<file path="src/rtl/stopwatch_pkg.sv">
// rtl/stopwatch_pkg.sv - shared digit width, BCD modulus, digit type and load clamp helper
package stopwatch_pkg;

    localparam int DIGIT_W = 4;
    localparam int BCD_MOD = 10;

    typedef logic [DIGIT_W-1:0] digit_t;

    // Out-of-range load digits are pulled down to the largest legal value.
    function automatic digit_t clamp_digit(input digit_t v, input int unsigned m);
        digit_t lim;
        lim = DIGIT_W'(m - 1);
        return (v > lim) ? lim : v;
    endfunction

endpackage

</file>
<file path="src/rtl/bcd_digit_cell.sv">
// rtl/bcd_digit_cell.sv - one combinational modulo-MOD digit with carry/borrow out
module bcd_digit_cell
    import stopwatch_pkg::*;
#(
    parameter int unsigned MOD = BCD_MOD,
    parameter int          DW  = DIGIT_W
) (
    input  logic [DW-1:0] value_i,
    input  logic          inc_i,
    input  logic          dec_i,
    output logic [DW-1:0] next_o,
    output logic          carry_o,
    output logic          borrow_o
);

    localparam logic [DW-1:0] MAX_V = DW'(MOD - 1);

    logic at_max;
    logic at_zero;

    assign at_max   = (value_i == MAX_V);
    assign at_zero  = (value_i == '0);
    assign carry_o  = inc_i & at_max;
    assign borrow_o = dec_i & at_zero;

    // Next digit value: step up or down, rolling over at the modulus edges.
    always_comb begin
        next_o = value_i;
        if (inc_i) begin
            next_o = at_max ? '0 : value_i + DW'(1);
        end else if (dec_i) begin
            next_o = at_zero ? MAX_V : value_i - DW'(1);
        end
    end

endmodule

</file>
<file path="src/rtl/bcd_updown_counter_n.sv">
// rtl/bcd_updown_counter_n.sv - multi-digit modulo-N up/down counter with wrap/saturate and terminal pulse
module bcd_updown_counter_n
    import stopwatch_pkg::*;
#(
    parameter int          DIGITS = 4,
    parameter int unsigned MOD    = BCD_MOD,
    parameter int          DW     = DIGIT_W
) (
    input  logic                 CLK,
    input  logic                 RST_N,
    input  logic                 CLR,
    input  logic                 LOAD,
    input  logic [DIGITS*DW-1:0] LOAD_VAL,
    input  logic                 COUNT,
    input  logic                 MODE,
    input  logic                 WRAP,
    output logic [DIGITS*DW-1:0] Q,
    output logic                 TRG,
    output logic                 AT_MAX,
    output logic                 AT_ZERO
);

    localparam logic [DW-1:0] MAX_V = DW'(MOD - 1);

    logic [DIGITS*DW-1:0] q_q;
    logic [DIGITS*DW-1:0] q_d;
    logic                 trg_q;
    logic                 trg_d;

    logic [DIGITS*DW-1:0] cnt_next;
    logic [DIGITS*DW-1:0] load_clamped;
    logic [DIGITS:0]      inc_c;
    logic [DIGITS:0]      dec_c;
    logic [DIGITS-1:0]    digit_max;
    logic [DIGITS-1:0]    digit_zero;
    logic                 terminal;

    assign inc_c[0] = COUNT & MODE;
    assign dec_c[0] = COUNT & ~MODE;

    for (genvar i = 0; i < DIGITS; i++) begin : g_digit
        bcd_digit_cell #(
            .MOD (MOD),
            .DW  (DW)
        ) u_cell (
            .value_i  (q_q[i*DW +: DW]),
            .inc_i    (inc_c[i]),
            .dec_i    (dec_c[i]),
            .next_o   (cnt_next[i*DW +: DW]),
            .carry_o  (inc_c[i+1]),
            .borrow_o (dec_c[i+1])
        );

        assign load_clamped[i*DW +: DW] = clamp_digit(LOAD_VAL[i*DW +: DW], MOD);
        assign digit_max[i]             = (q_q[i*DW +: DW] == MAX_V);
        assign digit_zero[i]            = (q_q[i*DW +: DW] == '0);
    end

    // A carry or borrow leaving the top digit is exactly a terminal event.
    assign terminal = inc_c[DIGITS] | dec_c[DIGITS];

    assign AT_MAX  = &digit_max;
    assign AT_ZERO = &digit_zero;
    assign Q       = q_q;
    assign TRG     = trg_q;

    // Priority mux: clear, then load, then count (wrap or hold at terminal), else hold.
    always_comb begin
        q_d   = q_q;
        trg_d = 1'b0;
        if (CLR) begin
            q_d = '0;
        end else if (LOAD) begin
            q_d = load_clamped;
        end else if (COUNT) begin
            trg_d = terminal;
            if (!terminal || WRAP) begin
                q_d = cnt_next;
            end
        end
    end

    // Digit and terminal-pulse registers with synchronous active-low reset.
    always_ff @(posedge CLK) begin
        if (!RST_N) begin
            q_q   <= '0;
            trg_q <= 1'b0;
        end else begin
            q_q   <= q_d;
            trg_q <= trg_d;
        end
    end

endmodule

</file>
<file path="config.mk">
export PLATFORM = sky130hd
export DESIGN_NAME = bcd_updown_counter_n
export DESIGN_NICKNAME = d
export VERILOG_FILES = /design/src/rtl/stopwatch_pkg.sv /design/src/rtl/bcd_digit_cell.sv /design/src/rtl/bcd_updown_counter_n.sv
export SDC_FILE = /design/constraint.sdc
export NUM_CORES = 1
export LEC_CHECK = 0
export BUFFER_PORTS_ARGS = -buffer_cell sky130_fd_sc_hd__buf_2
export CAP_MARGIN = 20
export CORE_MARGIN = 2
export CORE_UTILIZATION = 49
export DETAILED_ROUTE_END_ITERATION = 6
export PLACE_DENSITY = 0.78
export SLEW_MARGIN = 20
export SYNTH_ARGS = -nofsm -noshare
export SYNTH_HDL_FRONTEND = slang
export SYNTH_HIERARCHICAL = 1
export SYNTH_SLANG_ARGS = --single-unit
</file>
<file path="constraint.sdc">
create_clock -name CLK -period 3.35 [get_ports CLK]
set_clock_uncertainty 0.1 [all_clocks]
set_input_delay 0 -clock CLK [delete_from_list [all_inputs] [get_ports CLK]]
set_output_delay 0 -clock CLK [all_outputs]
set_load 0.02 [all_outputs]
</file>
; After elaboration in Yosys (flattened, before gate mapping)
; Cells that the tools add are included.
[totals]
input_bits = 23
wordCells = 78
regBits = 17
[op_classes]
eq_ne = 4
n_reduce_logical = 20
n_lt_le_gt_ge = 4
bitwise_logic = 14
muxes = 23
n_addsub = 8
[ops]
columns = op, count
row1 = $mux 4, 20
row2 = $mux 16, 3
row3 = $add 4x1->4 const B, 4
row4 = $eq 4x4->1 const B, 4
row5 = $gt 4x4->1 const B, 4
row6 = $logic_not 4->1, 4
row7 = $sub 4x1->4 const B, 4
row8 = $reduce_and 3->1, 4
row9 = $reduce_bool 3->1, 4
row10 = $and 1x1->1, 10
row11 = $reduce_and 4->1, 2
row12 = $reduce_bool 2->1, 2
row13 = $reduce_or 4->1, 1
row14 = $not 1->1, 3
row15 = $reduce_or 2->1, 1
row16 = $logic_not 1->1, 1
row17 = $logic_or 1x1->1, 1
row18 = $or 1x1->1, 1

; Logic depth before layout (Yosys ltp)
; Gate-level depths: netlist (run 1).
[logic_depth]
ltp_word = 12
depth_mapped = 18
ltp_nobuf = 13

; Modules after synthesis
; The synthesis (run 1) kept the hierarchy.
[by_module_without_submodules]
columns = mod, area_each_um2, seq_area_each_um2, instances, cells_per_inst
row1 = bcd_updown_counter_n, 935.9, 340.3, 1, 104
row2 = bcd_digit_cell, 212.7, 0.0, 4, 31

; Least setup slack after synthesis (run 1)
; Ideal clock, no wire load.
[synth_timing]
path_type = reg-to-reg
start = reg q_q[0], in the netlist Q[0]
end = reg q_q[0], in the netlist Q[0]
n_path_buf = 2
required_time_ns = 3.112
stages_incl_launch_ff = 15
slack_ns = -0.324
arrival_ns = 3.436
setup_time_ns = 0.138
path_cell_list = dfxtp_1 buf_6 nand2b_4 nor4_1 nand2b_4 nor4_1 nand2b_4 nor4_1 nand2b_4 nor4_1 o21bai_4 a21o_4 buf_6 o211ai_1 a21oi_1
[synth_via]
elab_chain_cells = 10
elab_cells_between_ends = 24
cone_classes = add/sub (2) / eq/ne (1) / mux (7) / bitwise (9) / reduce/logical (5)
[synth_lines]
columns = element, line
row1 = from (decl), bcd_updown_counter_n.sv:25  ; logic [DIGITS*DW-1:0] q_q;
row2 = from (signal assigned), bcd_updown_counter_n.sv:89  ; q_q <= q_d;
row3 = $logic_not 4->1, bcd_digit_cell.sv:22  ; assign at_zero = (value_i == '0);
row4 = $and 1x1->1, bcd_digit_cell.sv:24  ; assign borrow_o = dec_i & at_zero;
row5 = net dec_c[1], bcd_updown_counter_n.sv:33  ; logic [DIGITS:0] dec_c;
row6 = $and 1x1->1, bcd_digit_cell.sv:24
row7 = net dec_c[2], bcd_updown_counter_n.sv:33
row8 = $and 1x1->1, bcd_digit_cell.sv:24
row9 = net dec_c[3], bcd_updown_counter_n.sv:33
row10 = $and 1x1->1, bcd_digit_cell.sv:24
row11 = net dec_c[4], bcd_updown_counter_n.sv:33
row12 = $or 1x1->1, bcd_updown_counter_n.sv:60  ; assign terminal = inc_c[DIGITS] | dec_c[DIGITS];
row13 = $logic_not 1->1, bcd_updown_counter_n.sv:77  ; if (!terminal || WRAP) begin
row14 = $logic_or 1x1->1, bcd_updown_counter_n.sv:77
row15 = $reduce_bool 2->1 (no source line), n/a
row16 = $reduce_and 3->1 (no source line), n/a
; The timed path passes the listed nets, and every way through them passes these cells. The select of a mux whose other input is x is not followed.
; A chain may end at the register's enable or synchronous reset.

; Final worst setup path (run 1)
; Ends and elaborated chain as after synthesis.

==> results of run 1 <==
## logic make-up after synthesis
logic type | count (synthesis) | share of synthesized area
compound gates | 63 | 0.2773
simple gates | 104 | 0.3438
xor+xnor | 4 | 0.01961
buf+inv | 32 | 0.1155
mux | 8 | 0.05322
flops | 17 | 0.1905
## layer usage
layer  global-route usage  vias to the layer above  wire [um]
li1                     -                      932          -
met1               0.3013                      837       2029
met2               0.3802                       64       2167
met3              0.01232                        9        231
met4              0.07979                        0         99
met5                    0                        -          0
## layout by cell type, fill, tap and decap left out, drive strengths merged, types with 4 or more instances in the layout
cell type | netlist | routed
dlygate4sd3 | 0 | 12
clkbuf | 1 | 4
nand3 | 8 | 8
buf | 22 | 49
nor3 | 19 | 19
o221ai | 4 | 4
mux2i | 8 | 8
o211ai | 8 | 8
nor2 | 25 | 25
inv | 9 | 9
a221oi | 6 | 6
nand3b | 10 | 10
nand4b | 4 | 4
nand2 | 16 | 16
xnor2 | 4 | 4
dfxtp | 17 | 17
a22oi | 4 | 4
o21ai | 20 | 20
nand2b | 5 | 5
nor2b | 5 | 5
a21boi | 4 | 4
nor4 | 8 | 8
a21oi | 9 | 9
a211oi | 4 | 4
## path summary, 6_finish.rpt
check | to | slack (ns) | start
hold reg to reg | Q[4] | 0.52 | Q[4]
setup reg to reg | Q[0] | 0.27 | Q[0]
hold / removal | Q[7] | -0.008 | LOAD_VAL[7]
setup / recovery | Q[0] | 0.27 | Q[0]
## sequential cells by signal, summed over array words and instances (netlist names)
name / cells
TRG: 1
Q: 16
## metrics by stage
| stage | cells | total power, mW |
|---|---|---|
| 2_1_floorplan | 228 | 0.3830 |
| 3_3_place_gp | 300 | 0.4186 |
| 3_5_place_dp | 300 | 0.4216 |
| 4_1_cts | 316 | 0.5415 |
| 5_1_grt | 316 | 0.5758 |
| 6_report | 316 | 0.5453 |
## area by class of cell
type,count,area (um^2),share of cell area
Multi-Input combinational cell,179,1266,0.6002
Timing Repair Buffer,61,385.4,0.1827
Sequential cell,17,340.3,0.1613
Tap cell,46,57.56,0.02728
Inverter,9,33.78,0.01601
Clock buffer,4,26.28,0.01246
## cells in the mapped netlist
cell type,instances,area share
a211oi_2,4,0.028
buf_6,9,0.057
o21ai_0,12,0.034
o221ai_2,4,0.034
a21oi_1,8,0.022
a22oi_1,4,0.017
a21o_4,1,0.0084
a221oi_1,6,0.029
buf_2,12,0.034
dfxtp_1,17,0.19
nor2_1,25,0.053
nand2b_1,1,0.0035
a21oi_2,1,0.0049
nand4_1,2,0.0070
inv_2,1,0.0021
nand4b_1,4,0.020
nand3_1,8,0.022
a21boi_0,4,0.017
nor4b_1,1,0.0049
and2_1,1,0.0035
nor3_4,4,0.036
inv_1,8,0.017
nand3b_1,10,0.042
buf_4,1,0.0042
o21ai_1,8,0.022
a311oi_2,2,0.017
nor3_1,15,0.042
nor2b_1,5,0.018
o211ai_1,8,0.034
xnor2_1,4,0.020
o21bai_4,1,0.011
nand2_1,16,0.034
nand2b_4,4,0.031
clkbuf_1,1,0.0021
mux2i_2,4,0.031
mux2i_1,4,0.022
nor4_1,8,0.028
## repair_timing
item,in CTS,in global routing
setup endpoints to repair,0,7
hold buffers,12,0
gates resized for setup,0,1
buffers inserted,0,0
endpoints found under the hold margin,10,0
## critical path, stage by stage, from the launching register on
cell,delay (ns)
dfxtp_1,0.34
nand2b_4,0.17
nor4_1,0.18
buf_4,0.17
nand2b_4,0.08
nor4_2,0.31
nand2b_4,0.13
nor4_2,0.31
nand2b_4,0.13
nor4_2,0.34
o21bai_4,0.14
a21o_4,0.33
o211ai_1,0.12
a21oi_1,0.09
## power groups by stage
stage                     registers, mW  clock network [mW]  logic [mW]
after CTS                         0.236               0.114       0.192
after global placement            0.241                   0       0.178
after detailed placement          0.240                   0       0.181
final                             0.236               0.115       0.194
after floorplan                   0.241                   0       0.142
after global routing              0.240               0.123       0.214
==> results by group, run 1 <==
Die
  – Vert. Die Dim: 64.39 um
  – Die Area: 0.004145 mm^2
  – Initial Util: 0.5231
  – Rows: 21
  – Die width: 64.39 um
  – I/O Pins: 42
  – Core area: 0.003416 mm^2

Timing
  – Post-route minimum period: 3.078 ns
  – TNS Setup: 0 ns
  – RSZ-0062 raised after global routing: false
  – Worst-margin pin slew: 0.8200 ns
  – Rel. slew slack: 0.4533
  – WHS: -0.008031 ns
  – Endpoints failing hold: 1
  – Crit share post-route: 0.9188
  – Max Transition Viols Final: 0
  – Post-route worst setup slack: 0.2722 ns
  – Max Clk Rate: 324.9 MHz
  – Final setup violation count: 0

Clock tree
  – Sink Count: 17
  – CTS max path bufs: 2
  – Worst-Skew Late Latency: 0.30 ns
  – Root Driver: clkbuf_4
  – Cts bufs inserted: 3
  – Worst-path clk slew: 0.10 ns
  – Number of levels in the clock H-tree: 1
  – CTS tree: built

Synth
  – Avg Inst Size Synth: 7.836 um^2
  – Sequential-to-total area share from yosys stat: 0.1905
  – Unique masters post-synth: 37
  – Post-Syn Area: 0.001787 mm^2
  – Ys Warns: 6
  – Gate Count Post-Synth: 228
  – Total nets after synthesis: 251
  – Seq cells post-synth: 17

Drt
  – DRC violations left: 0
  – Final wirelength: 4.528 mm
  – Vias: 1842
  – Vias/cell: 5.829
  – Detailed Routing Iterations Pass 1: 5
  – Wire length per cell: 14.33 um
  – Starting DRT DRC Count: 150
  – Final ANT Viol Nets: 0

Place
  – PortBufs: 41
  – DP Worst Slack: 0.2218 ns
  – DP HPWL: 3.067 mm
  – Placed cell area: 0.001956 mm^2
  – Gpl congestion: 0.8315

Run
  – Max-cap viol count: 0

Setup path
  – CP max FO: 22
  – Worst r2r path cells: 13
  – Critical Path Sink Type: flip-flop
  – Crit path DAT: 3.13 ns
  – Crit path kind: flip-flop to flip-flop
  – Critical Path Start Type: flip-flop
  – Worst EP required: 3.40 ns

Layout
  – Layout cells sized above 1: 0.3000
  – Post-layout util: 0.6176
  – Final design area excluding fillers: 0.002110 mm^2
  – Antenna Cells: 0
  – FILL cells: 307
  – Layout area overhead: 18.07%
  – NumNets Final: 294

Global routing
  – Vias in the first global route: 1674
  – Gr usage total: 0.2244
  – Global-route wire length before repair: 7.555 mm
  – Grt ovf: 0
  – Initial antenna violation count: 0
  – Largest net degree at the start of global routing: 23

Status
  – Violated checks: hold timing
  – Status: complete, but fails checks

Power
  – Sw frac: 0.3639
  – P_leak: 0.7728 nW
  – Clk pwr share: 0.211
  – Seq pwr share: 0.433
  – NetSw: 0.1985 mW
  – Logic gate share of total power: 0.356
  – Pwr dens: 258.5 mW/mm^2
  – P_int: 0.3469 mW
  – Worst VDD drop: 0.1196 mV

Min path
  – WHS Path Cells: 3
  – Hold Path Class: input pin to flip-flop
Note: power is estimated with default switching activity, not from simulation.
==> inputs of run 2 (changes only) <==
--- a/config.mk
+++ b/config.mk
@@ -7,10 +7,12 @@
 export LEC_CHECK = 0
 export BUFFER_PORTS_ARGS = -buffer_cell sky130_fd_sc_hd__buf_2
 export CAP_MARGIN = 20
+export CELL_PAD_IN_SITES_DETAIL_PLACEMENT = 1
+export CELL_PAD_IN_SITES_GLOBAL_PLACEMENT = 1
 export CORE_MARGIN = 2
-export CORE_UTILIZATION = 49
+export CORE_UTILIZATION = 35
 export DETAILED_ROUTE_END_ITERATION = 6
-export PLACE_DENSITY = 0.78
+export PLACE_DENSITY = 0.77
 export SLEW_MARGIN = 20
 export SYNTH_ARGS = -nofsm -noshare
 export SYNTH_HDL_FRONTEND = slang
==> results by group, run 2 (same netlist as run 1, synthesis figures left out) <==
Die
  – Core area: 0.005010 mm^2 (+47%)
  – Vert. Die Dim: 75.45 um (+17%)
  – I/O Pins: 42 (unchanged)
  – Die width: 75.45 um (+17%)
  – Die Area: 0.005693 mm^2 (+37%)
  – Rows: 26 (+24%)
  – Initial Util: 0.3566 (-0.1664)

Setup path
  – Critical Path Sink Type: flip-flop
  – Crit path DAT: 2.99 ns (-0.14 ns)
  – Crit path kind: flip-flop to flip-flop
  – Reg2reg end: Q[4]
  – Flop2flop setup slack: 0.36 ns (+0.09 ns)
  – Worst r2r path cells: 13 (unchanged)
  – Slowest CP cell: dfxtp_1
  – Worst path max stage delay: 0.35 ns (about the same)
  – Worst r2r src: Q[0]
  – Worst EP required: 3.35 ns (-0.05 ns)
  – CP Cell Sequence: buf_4 > nand3_1 > nor3_1 > nand3_1 > nor3_1 > nand3_1 > nor3_1 > nand3_1 > nor3_2 > o21bai_4 > a21o_4 > o211ai_1 > a21oi_1
  – CP max FO: 22 (unchanged)
  – Most common cell on crit path: nand3_1
  – Critical Path Start Type: flip-flop

Clock tree
  – Cts bufs inserted: 3 (unchanged)
  – Number of levels in the clock H-tree: 1 (unchanged)
  – Root Driver: clkbuf_8
  – Worst-path clk slew: 0.07 ns (-0.03 ns)
  – CTS max path bufs: 2 (unchanged)
  – CTS tree: built
  – Sink Count: 17 (unchanged)
  – Worst-Skew Late Latency: 0.25 ns (-0.05 ns)
  – Setup bufs post-CTS: 0 (unchanged)

Drt
  – DRC violations left: 0 (unchanged)
  – Vias/cell: 5.547 (-4.8%)
  – Detailed Routing Iterations Pass 1: 4 (-1)
  – Starting DRT DRC Count: 67 (-55%)
  – Final wirelength: 5.264 mm (+16%)
  – Vias: 1875 (+1.8%)
  – Final ANT Viol Nets: 0 (unchanged)
  – Wire length per cell: 15.57 um (+8.7%)

Status
  – Status: complete, but fails checks
  – Violated checks: hold timing

Global routing
  – Largest net degree at the start of global routing: 23 (unchanged)
  – Grt met3 use: 0.007937 (-0.004387)
  – Global-route wire length before repair: 8.611 mm (+14%)
  – Met2 GRT Util: 0.3304 (-0.04977)
  – Gr busiest metal: met2
  – Vias in the first global route: 1750 (+4.5%)
  – GR Util met1: 0.2736 (-0.02769)
  – Gr usage total: 0.1939 (-0.03043)
  – Grt ovf: 0 (unchanged)
  – Initial antenna violation count: 0 (unchanged)

Timing
  – Worst-margin pin slew: 0.8353 ns (+0.01523 ns)
  – Final setup violation count: 0 (unchanged)
  – Max Clk Rate: 334.7 MHz (+3.0%)
  – Rel. slew slack: 0.4432 (-0.01015)
  – WHS: -0.001752 ns (+0.006279 ns)
  – RSZ-0062 raised after global routing: false
  – Post-route minimum period: 2.988 ns (-0.09026 ns)
  – Crit share post-route: 0.8918 (-0.02694)
  – Max Transition Viols Final: 0 (unchanged)
  – Endpoints failing hold: 1 (unchanged)
  – TNS Setup: 0 ns (unchanged)

Layout
  – Layout area overhead: 20.31%
  – Final design area excluding fillers: 0.002150 mm^2 (+1.9%)
  – Most common cell after layout, fill and taps aside: buf_2
  – Antenna Cells: 0 (unchanged)
  – Layout cells sized above 1: 0.3097 (+0.009701)
  – NumNets Final: 292 (-0.68%)
  – Non-filler cells, final: 338 (+7.0%)
  – Most frequent cells in the layout: 41 x buf_2, 25 x nor2_1, 17 x dfxtp_1
  – Largest register FFs: 16 (unchanged)

Power
  – P_leak: 0.7827 nW (+1.3%)
  – Worst VDD drop: 0.1218 mV (+1.8%)
  – Pwr dens: 275.7 mW/mm^2 (+6.6%)

Min path
  – Hold Path Class: input pin to flip-flop
  – WHS Path Cells: 3 (unchanged)
  – Min-Delay Endpoint: Q[2]
  – Hold_sp: LOAD_VAL[3]

Place
  – Placed cell area: 0.001993 mm^2 (+1.9%)
  – PortBufs: 41 (unchanged)
  – DP HPWL: 3.768 mm (+23%)
  – Gpl congestion: 0.7817 (-6.0%)
  – Post-placement cell count: 325 (+8.3%)

Run
  – Max-cap viol count: 0 (unchanged)
==> run 2: changes by cell type in the layout (fill, tap and decap cells not counted), sizes merged <==
| cell | change |
|---|---|
| dlygate4sd3 | -3 |
| buf | +1 |
==> run 2: critical path: cells and delay by family, from the launching register on <==
family	cells	cell delay, ns
and+or+nand+nor	8	1.52
AOI/OAI and AO/OA	4	0.65
DFF	1	0.35
buffers and inverters	1	0.19
==> run 2: worst max-delay path by stage <==
stage	from	end	depth (start not counted)	slack (ns)
floorplan	Q[0]	Q[0]	14	0.15
global placement	COUNT	Q[10]	15	0.28
detailed placement	COUNT	Q[8]	15	0.16
CTS	Q[0]	Q[8]	13	0.18
global route	Q[0]	Q[8]	13	0.02
finish	Q[0]	Q[4]	13	0.36
==> run 2: power by group <==
| group | switching [mW] | internal (mW) |
|---|---|---|
| Sequential | 0.0271 | 0.211 |
| Combinational | 0.108 | 0.0885 |
| Clock | 0.0729 | 0.0845 |
| Total | 0.208 | 0.384 |
==> run 2: cell type report <==
cell class	count	area, um^2
timing repair buffer	59	362.8
inverter	9	33.78
multi-input combinational	179	1280
fill	658	2860
tap	70	87.58
sequential	17	340.3
clock buffer	4	45.04
==> run 2: repair_timing <==
action | 4_1_cts | 5_1_grt
setup endpoints to repair | 0 | 16
hold endpoints to repair | 9 | 0
resized for setup | 0 | 3
hold buffers | 9 | 0
==> run 2: layer usage <==
layer  vias to the layer above  share of wire  wire length (um)
li1                        920              -                 -
met1                       918           0.47              2498
met2                        32           0.49              2589
met3                         5          0.025               131
met4                         0         0.0085                45
met5                         -              0                 0
==> run 2: through the flow <==
stage | util | worst slack, ns | hold WS (ns) | total power, mW
after CTS | 0.4248 | 0.1774 | 0.004304 | 0.5910
after floorplan | - | 0.1482 | 0.07101 | 0.3830
final | 0.4291 | 0.3624 | -0.001752 | 0.5925
after detailed placement | 0.3979 | 0.1560 | 0.2310 | 0.4283
after global placement | 0.3979 | 0.2809 | 0.2151 | 0.4244
after global routing | 0.4291 | 0.01527 | 0.03274 | 0.6258
==> inputs of run 3 (changes only) <==
==> constraint.sdc (replaced) <==
create_clock -name CLK -period 3.35 [get_ports CLK]
set_clock_uncertainty 0.1 [all_clocks]
set_input_delay 0 -clock CLK [delete_from_list [all_inputs] [get_ports CLK]]
set_output_delay 0 -clock CLK [all_outputs]
set_load 0.01 [all_outputs]
==> results by group, run 3 (same netlist as run 1, synthesis figures left out) <==
Global routing
  – Grt ovf: 0 (unchanged)
  – Initial antenna violation count: 0 (unchanged)
  – Largest net degree at the start of global routing: 23 (unchanged)
  – Global-route wire length before repair: 8.438 mm (-2.0%)
  – Gr usage total: 0.1910 (-0.002948)
  – Vias in the first global route: 1802 (+3.0%)

Setup path
  – Most common cell on crit path: nand2b_4
  – CP bufs+invs: 2 (+1)
  – Largest delay share family, worst path: simple AND/OR/NAND/NOR gates
  – Worst path max stage delay: 0.44 ns (+0.09 ns)
  – Crit path DAT: 3.08 ns (+0.09 ns)
  – CP max FO: 22 (unchanged)
  – Slowest CP cell: dfxtp_1
  – Critical Path Start Type: flip-flop
  – Crit path kind: flip-flop to flip-flop
  – Critical Path Sink Type: flip-flop
  – CP Cell Sequence: nand2b_4 > nor4_1 > buf_4 > nand2b_4 > nor4_1 > buf_4 > nand2b_4 > nor4_2 > nand2b_4 > nor4_4 > o21bai_4 > a21o_4 > o211ai_1 > a21oi_1
  – Worst EP required: 3.34 ns (about the same)

Layout
  – Non-filler cells, final: 336 (-0.59%)
  – Most frequent cells in the layout: 41 x buf_2, 25 x nor2_1, 17 x dfxtp_1
  – Largest register FFs: 16 (unchanged)
  – FILL cells: 657 (-0.15%)
  – Antenna Cells: 0 (unchanged)
  – Most common cell after layout, fill and taps aside: buf_2
  – Post-layout util: 0.4213 (-0.007742)
  – Register Area: 340.3 um^2 (unchanged)
  – NumNets Final: 290 (-0.68%)
  – Footprint of the multi-input gates: 0.001261 mm^2 (-1.5%)
  – Layout cells sized above 1: 0.3045 (-0.005190)
  – Layout area overhead: 18.14%

Clock tree
  – Worst-Skew Late Latency: 0.25 ns (about the same)
  – CTS tree: built
  – Root Driver: clkbuf_8
  – Cts bufs inserted: 3 (unchanged)
  – CTS max path bufs: 2 (unchanged)
  – Sink Count: 17 (unchanged)
  – Number of levels in the clock H-tree: 1 (unchanged)
  – Worst-path clk slew: 0.07 ns (about the same)

Drt
  – Final ANT Viol Nets: 0 (unchanged)
  – Vias/cell: 5.440 (-1.9%)
  – Final wirelength: 5.091 mm (-3.3%)
  – DRC violations left: 0 (unchanged)
  – Wire length per cell: 15.15 um (-2.7%)
  – Vias: 1828 (-2.5%)
  – Starting DRT DRC Count: 104 (+55%)
  – Detailed Routing Iterations Pass 1: 4 (unchanged)

Die
  – Vert. Die Dim: 75.45 um (unchanged)
  – Core area: 0.005010 mm^2 (unchanged)
  – Die width: 75.45 um (unchanged)
  – Rows: 26 (unchanged)
  – Die Area: 0.005693 mm^2 (unchanged)
  – I/O Pins: 42 (unchanged)
  – Initial Util: 0.3566 (unchanged)

Run
  – Max-cap viol count: 0 (unchanged)

Place
  – Post-placement cell count: 325 (unchanged)
  – DP HPWL: 3.676 mm (-2.4%)
  – PortBufs: 41 (unchanged)
  – Gpl congestion: 0.8105 (+3.7%)

Power
  – P_leak: 0.7675 nW (-1.9%)
  – NetSw: 0.1957 mW (-5.9%)
  – Seq pwr share: 0.416 (+0.013)
  – Pwr dens: 273.8 mW/mm^2 (-0.67%)
  – P_int: 0.3822 mW (-0.59%)
  – Sw frac: 0.3387 (-0.01249)
  – Clk pwr share: 0.271 (+0.005)
  – Logic gate share of total power: 0.313 (-0.019)
  – Worst VDD drop: 0.1166 mV (-4.3%)

Timing
  – Final setup violation count: 0 (unchanged)
  – Max Transition Viols Final: 0 (unchanged)
  – Post-route minimum period: 3.081 ns (+0.09306 ns)
  – Endpoints failing hold: 0 (-1)
  – Max Clk Rate: 324.6 MHz (-3.0%)
  – TNS Setup: 0 ns (unchanged)
  – Crit share post-route: 0.9196 (+0.02778)
  – Worst-margin pin slew: 0.7967 ns (-0.03855 ns)
  – RSZ-0062 raised after global routing: false
  – Rel. slew slack: 0.4689 (+0.02570)

Status
  – Status: completed

Min path
  – Hold Path Class: input pin to flip-flop
## run 3: cell type report
| type | count | share of cell area |
|---|---|---|
| clock buffer | 4 | 0.02134 |
| multi-input combinational | 179 | 0.5975 |
| timing repair buffer | 57 | 0.1624 |
| sequential | 17 | 0.1612 |
| tap | 70 | 0.04149 |
| inverter | 9 | 0.01600 |
## run 3: power groups by stage
stage,clock network [mW],logic (mW),registers [mW]
finish,0.157,0.181,0.240
global route,0.168,0.202,0.244
CTS,0.161,0.181,0.240
detailed placement,0,0.174,0.244
global placement,0,0.171,0.244
floorplan,0,0.140,0.233
## run 3: path summary, 6_finish.rpt
kind | cells past startpoint | endpoint | from | slack [ns]
min reg2reg | 2 | Q[4] | Q[4] | 0.53
max | 14 | Q[12] | Q[0] | 0.27
min | 3 | Q[2] | LOAD_VAL[3] | 0.02
max reg2reg | 14 | Q[12] | Q[0] | 0.27
## run 3: routing by layer
layer	vias up	share of wire	track usage
li1	916	-	-
met1	875	0.47	0.2566
met2	31	0.49	0.3217
met3	6	0.020	0.01323
met4	0	0.015	0.07018
met5	-	0	0
## run 3: metrics by stage
stage,power (mW),setup WS (ns),cell area [um^2],hold WS (ns)
final,0.5779,0.2694,2111,0.01526
after global placement,0.4148,0.2658,1987,0.2251
after CTS,0.5824,0.1588,2102,0.01080
after detailed placement,0.4184,0.1684,1987,0.2286
after floorplan,0.3736,0.04497,1799,0.07101
after global routing,0.6136,0.00001221,2111,0.02813
## run 3: worst register-to-register path: stages, from the launching register on
cell and delay, ns:
dfxtp_1 0.44, nand2b_4 0.23, nor4_1 0.17, buf_4 0.17, nand2b_4 0.07, nor4_1 0.18, buf_4 0.18, nand2b_4 0.08
nor4_2 0.29, nand2b_4 0.14, nor4_4 0.23, o21bai_4 0.12, a21o_4 0.32, o211ai_1 0.12, a21oi_1 0.09
## run 3: what timing repair did
item | CTS | global route
hold buffers | 7 | 0
resized for setup | 0 | 1
endpoints found under the hold margin | 7 | 0
endpoints found under the setup margin | 0 | 16
buffers inserted | 0 | 0
